File: src/rtl/sync_fifo_pkt.sv
// sync_fifo_pkt: packet-aware single-clock FIFO in distributed RAM.
// Words are written with an end-of-packet flag. With PKT_MODE=1 a packet
// becomes readable only once its last word is accepted, and an in-flight
// packet can be discarded with wr_drop. With PKT_MODE=0 every accepted
// write is readable on the next cycle.
//
// Ports:
//   clk, arst            clock (rising edge), async active-high reset
//   din, din_last, we    write data, end-of-packet marker, write request
//   wr_drop              discard all uncommitted words (PKT_MODE=1)
//   re                   read request
//   wr_count, rd_count   occupied (committed+pending) / readable entries
//   full, empty          occupancy flags (empty registered)
//   almost_full/empty    registered threshold flags
//   wr_overflow          registered pulse: write refused (full or drop)
//   dout_comb            combinational head-of-FIFO data
//   dout, dout_last      registered read data and its last flag
module sync_fifo_pkt #(
    parameter int DWIDTH     = 16,
    parameter int AWIDTH     = 4,
    parameter int PKT_MODE   = 1,
    parameter int AFULL_THR  = 2**AWIDTH - 2,
    parameter int AEMPTY_THR = 1
) (
    input  logic              clk,
    input  logic              arst,
    input  logic [DWIDTH-1:0] din,
    input  logic              din_last,
    input  logic              we,
    input  logic              wr_drop,
    input  logic              re,
    output logic [AWIDTH:0]   wr_count,
    output logic [AWIDTH:0]   rd_count,
    output logic              full,
    output logic              empty,
    output logic              almost_full,
    output logic              almost_empty,
    output logic              wr_overflow,
    output logic [DWIDTH-1:0] dout_comb,
    output logic [DWIDTH-1:0] dout,
    output logic              dout_last
);

    localparam int              C_DEPTH  = 1 << AWIDTH;
    localparam bit              C_PKT    = (PKT_MODE != 0);
    localparam logic [AWIDTH:0] C_AFULL  = (AWIDTH+1)'(AFULL_THR);
    localparam logic [AWIDTH:0] C_AEMPTY = (AWIDTH+1)'(AEMPTY_THR);
    localparam logic [AWIDTH:0] C_ONE    = (AWIDTH+1)'(1);

    logic [DWIDTH:0]   r_mem [0:C_DEPTH-1];

    logic [AWIDTH-1:0] r_wr_addr, r_cm_addr, r_rd_addr;
    logic [AWIDTH:0]   r_pend, r_wr_count, r_rd_count;
    logic              r_empty, r_afull, r_aempty, r_overflow;
    logic [DWIDTH-1:0] r_dout;
    logic              r_dout_last;

    logic              w_full, w_drop, w_we_acc, w_re_acc, w_commit;
    logic [AWIDTH:0]   w_n_cm, w_dec, w_we_ext, w_re_ext;
    logic [AWIDTH:0]   w_wr_count_nxt, w_rd_count_nxt, w_pend_nxt;
    logic [AWIDTH-1:0] w_wr_addr_nxt, w_cm_addr_nxt;
    logic [DWIDTH:0]   w_rd_word;

    assign w_full    = r_wr_count[AWIDTH];
    assign w_rd_word = r_mem[r_rd_addr];

    always_comb begin
        w_drop   = C_PKT & wr_drop;
        w_we_acc = we & ~w_full & ~w_drop;
        w_re_acc = re & ~r_empty;
        w_we_ext = w_we_acc ? C_ONE : '0;
        w_re_ext = w_re_acc ? C_ONE : '0;
        w_commit = 1'b0;
        w_n_cm   = '0;
        if (C_PKT) begin
            w_commit = w_we_acc & din_last;
            // pend+1 rather than a pointer difference: a 16-word packet
            // leaves wr_addr == cm_addr, which pointers alone cannot resolve.
            if (w_commit)
                w_n_cm = r_pend + C_ONE;
        end else begin
            w_n_cm = w_we_ext;
        end
        w_dec = w_drop ? r_pend : '0;

        w_rd_count_nxt = r_rd_count + w_n_cm - w_re_ext;
        w_wr_count_nxt = r_wr_count + w_we_ext - w_re_ext - w_dec;

        w_pend_nxt = r_pend;
        if (!C_PKT || w_drop || w_commit)
            w_pend_nxt = '0;
        else if (w_we_acc)
            w_pend_nxt = r_pend + C_ONE;

        w_wr_addr_nxt = r_wr_addr;
        if (w_drop)
            w_wr_addr_nxt = r_cm_addr;
        else if (w_we_acc)
            w_wr_addr_nxt = r_wr_addr + 1'b1;

        if (C_PKT)
            w_cm_addr_nxt = w_commit ? r_wr_addr + 1'b1 : r_cm_addr;
        else
            w_cm_addr_nxt = w_wr_addr_nxt;
    end

    // RAM is deliberately not reset.
    always_ff @(posedge clk) begin
        if (w_we_acc)
            r_mem[r_wr_addr] <= {din_last, din};
    end

    always_ff @(posedge clk or posedge arst) begin
        if (arst) begin
            r_wr_addr   <= '0;
            r_cm_addr   <= '0;
            r_rd_addr   <= '0;
            r_pend      <= '0;
            r_wr_count  <= '0;
            r_rd_count  <= '0;
            r_empty     <= 1'b1;
            r_afull     <= 1'b0;
            r_aempty    <= 1'b1;
            r_overflow  <= 1'b0;
            r_dout      <= '0;
            r_dout_last <= 1'b0;
        end else begin
            r_wr_addr  <= w_wr_addr_nxt;
            r_cm_addr  <= w_cm_addr_nxt;
            r_pend     <= w_pend_nxt;
            r_wr_count <= w_wr_count_nxt;
            r_rd_count <= w_rd_count_nxt;
            r_empty    <= (w_rd_count_nxt == '0);
            r_afull    <= (w_wr_count_nxt >= C_AFULL);
            r_aempty   <= (w_rd_count_nxt <= C_AEMPTY);
            r_overflow <= we & (w_full | w_drop);
            if (w_re_acc) begin
                r_rd_addr   <= r_rd_addr + 1'b1;
                r_dout      <= w_rd_word[DWIDTH-1:0];
                r_dout_last <= w_rd_word[DWIDTH];
            end
        end
    end

    assign wr_count     = r_wr_count;
    assign rd_count     = r_rd_count;
    assign full         = w_full;
    assign empty        = r_empty;
    assign almost_full  = r_afull;
    assign almost_empty = r_aempty;
    assign wr_overflow  = r_overflow;
    assign dout_comb    = w_rd_word[DWIDTH-1:0];
    assign dout         = r_dout;
    assign dout_last    = r_dout_last;

endmodule

File: config.mk
export PLATFORM = sky130hd
export DESIGN_NAME = sync_fifo_pkt
export DESIGN_NICKNAME = d
export VERILOG_FILES = /design/src/rtl/sync_fifo_pkt.sv
export SDC_FILE = /design/constraint.sdc
export NUM_CORES = 1
export LEC_CHECK = 0
export CAP_MARGIN = 0
export CELL_PAD_IN_SITES_DETAIL_PLACEMENT = 1
export CELL_PAD_IN_SITES_GLOBAL_PLACEMENT = 2
export CORE_MARGIN = 1.5
export CORE_UTILIZATION = 29
export DETAILED_ROUTE_END_ITERATION = 8
export PLACE_DENSITY = 0.55
export SLEW_MARGIN = 0
export SYNTH_ARGS = -nofsm -noshare
export SYNTH_HDL_FRONTEND = slang
export SYNTH_SLANG_ARGS = --single-unit
File: constraint.sdc
create_clock -name clk -period 2.75 [get_ports clk]
set_input_delay 0.275 -clock clk [delete_from_list [all_inputs] [get_ports clk]]
set_output_delay 0.275 -clock clk [all_outputs]
set_load 0.02 [all_outputs]
==> flow_metrics.tcl <==
set metrics [dict create \
    status "completed" \
    design_area_sq_um 16400 \
    syn_inst 699 \
    critPathMaxStageDelay_ns 0.45 \
    synthMostInstantiatedCell "edfxtp_1" \
    cts_root_buf "clkbuf_16" \
    r2r-start "wr_count[4]$_DFF_PP0_" \
    powerDensity_nw_per_um2 1090 \
    final_util 0.362 \
    synthArstFlopShare 0.150 \
    grt_max_degree 37 \
    core_region_area_sq_um 45400 \
    routabilityCongestion 0.717 \
    grt_pass1_wl_microns 48000 \
    path_cells "nor3b_4 -> nand2_2 -> nor2_1 -> nand2_1 -> nand2_1 -> ha_2 -> inv_1 -> fa_2 -> nand2b_1 -> a21oi_2 -> xnor2_2 -> xnor2_2 -> nor4_2" \
    synth_seq_cells 320 \
    rows 78 \
    ys_warn_count 0 \
    seq_area_frac_synth 0.702 \
    antenna_found_initial 0 \
    cts_num_sinks 320 \
    syn_nets 745 \
    start_util 0.294 \
    drt-met1-wl_microns 13400 \
    cts_hold_buffers 0 \
    cts_buffer_depth 3 \
    worst_pin_slew_ns 0.573 \
    max_freq_ghz 0.375 \
    gr-total-overflow 0 \
    slew_headroom 0.617 \
    multi_input_area_sq_um 3530 \
    grt_pass1_vias 7561 \
    num_antenna_cells 0 \
    die_h_microns 218 \
    first_pass_iters 4 \
    hold_viol_final 0 \
    ir_drop_uv 525 \
    wl_met3_microns 1420 \
    synth_ff_type "edfxtp_1" \
    fillers 4539 \
    highest_layer "met4" \
    drt_iter0_markers 343 \
    hold_path.class "input pin to asynchronous set/reset pin" \
    yosysTopAreaCellShare 0.612 \
    ant_nets 0 \
    synth_enable_flop_cells 272 \
    htreeDepth 2 \
    worst_ep_required_time_ns 3.19 \
    area_delta_synth_final_pct 23.0 \
    wl_per_cell_microns 21.5 \
    portBuffers 69 \
    synth_cell_types 48 \
    maxCapViolations 0 \
    wl_met2_microns 16200 \
    setup_viol 0 \
    critPathKind "register to register" \
    worstSetupStartpointType "register" \
    reg2reg_to "empty$_DFF_PP1_" \
    rsz0062_at_grt "yes" \
    p_leak_nw 5.74 \
    crit_buf_inv 1 \
    synth.avg_cell_area_sq_um 19.1 \
    die-area_sq_um 47300 \
    drt_wl_total_microns 31600 \
    r2r_slack_ns 0.09 \
    drcViolationCount 0 \
    die_w_microns 218 \
    post-place-cells 1382 \
    cts_tree "done" \
    dp_hpwl_microns 19600 \
    slew_violations 0 \
    seqCellArea_sq_um 9380 \
    netlist_top_cells_count "edfxtp_1 (272), mux4_2 (59), dfrtp_1 (46), nand2_1 (33)" \
    num_io_pins 70 \
    clk_pin_slew_ns 0.06 \
    crit_arrival_ns 3.10 \
    place_area_sq_um 15000 \
    place_ws_ns -0.334 \
    power_mw 17.9 \
    cts_buffers 39 \
    clock_skew_ns 0.0190 \
    drive_above_1_share 0.319 \
    worstPathMaxFanout 4 \
    tns_ns 0 \
    insertion_delay_ns 0.55 \
    setup_slack_ns 0.0858 \
    critical-path-top-delay-family "simple AND/OR/NAND/NOR gates" \
    critPathSlowestCell "dfrtp_2" \
    finalCriticalPeriod_ns 2.66 \
    fin_nets 882 \
    final_cells 1467 \
    r2r_cells 13 \
    cp.depth 13 \
    synthesis.area_sq_um 13400 \
    viasPerCell 4.59 \
    worst_setup_path_end_kind "register" \
    vias 6739 \
    fin_crit_sh 0.969 \
    synth_top_area_cell "edfxtp_1" \
    grt_use_total 0.138 \
    whs_ns 0.0679 \
    synth.top_cells.by_area "edfxtp_1 (61%), mux4_2 (9.9%), dfrtp_1 (8.6%)" \
]
-- cell usage in the layout (no fill, tap or decap), drive strengths merged, types with 15 or more instances in the layout --
| cell | n |
|---|---|
| inv | 27 |
| clkdlybuf4s50 | 53 |
| buf | 92 |
| clkbuf | 59 |
| nand2 | 33 |
| edfxtp | 272 |
| xnor2 | 17 |
| nor2 | 25 |
| a21oi | 25 |
| mux4 | 69 |
| nor2b | 15 |
| ha | 21 |
| mux2i | 17 |
| dfrtp | 46 |
-- final cells by class --
cell class | instances | share of cell area
Tap cell | 600 | 0.0457
Sequential cell | 320 | 0.571
Multi-Input combinational cell | 303 | 0.215
Timing Repair Buffer | 147 | 0.0829
Clock inverter | 13 | 0.0113
Inverter | 25 | 0.00571
Clock buffer | 59 | 0.0689
-- metal layers --
metal / global-route usage / vias to the layer above
li1: - / 2984
met1: 0.172 / 3581
met2: 0.244 / 129
met3: 0.0268 / 45
met4: 0.0375 / 0
met5: 0 / -
-- power breakdown --
| group | switching (mW) | internal [mW] |
|---|---|---|
| Combinational | 3.27 | 3.31 |
| Sequential | 0.337 | 5.74 |
| Clock | 2.00 | 3.23 |
| Total | 5.60 | 12.3 |
-- kinds of logic (layout without fill, tap and decap cells) --
family	after synthesis	count (layout)	share of synthesized area
and+or+nand+nor	101	101	0.0421
DFF	320	320	0.702
muxes	100	100	0.146
AOI/OAI and AO/OA	56	56	0.0290
adders and majority gates	24	24	0.0242
xor gates and xnor gates	22	22	0.0144
buffers and inverters	76	244	0.0426
-- flip-flops by register name, summed over array words and instances (netlist names) --
signal        cells
r_mem           272
dout             16
r_pend            5
rd_count          5
wr_count          5
r_cm_addr         4
r_rd_addr         4
r_wr_addr         4
almost_empty      1
almost_full       1
dout_last         1
empty             1
wr_overflow       1
-- how the worst max path moves through the flow --
stage                                        start               endpoint
final                        wr_count[4]$_DFF_PP0_        empty$_DFF_PP1_
after global placement                     wr_drop  almost_full$_DFF_PP0_
after global routing         wr_count[4]$_DFF_PP0_        empty$_DFF_PP1_
after floorplan                    empty$_DFF_PP1_  almost_full$_DFF_PP0_
after CTS                 r_rd_addr[1]$_DFFE_PP0P_           dout_comb[5]
after detailed placement                   wr_drop  almost_full$_DFF_PP0_
-- what timing repair did --
action                                 in CTS  in global routing
setup endpoints to repair                  17                 14
gates resized for setup                    61                 17
gates cloned                                0                  0
pin swaps                                   1                  5
setup buffers                               7                  6
endpoints found under the hold margin       0                  0
Power figures use the tool's default switching activity.
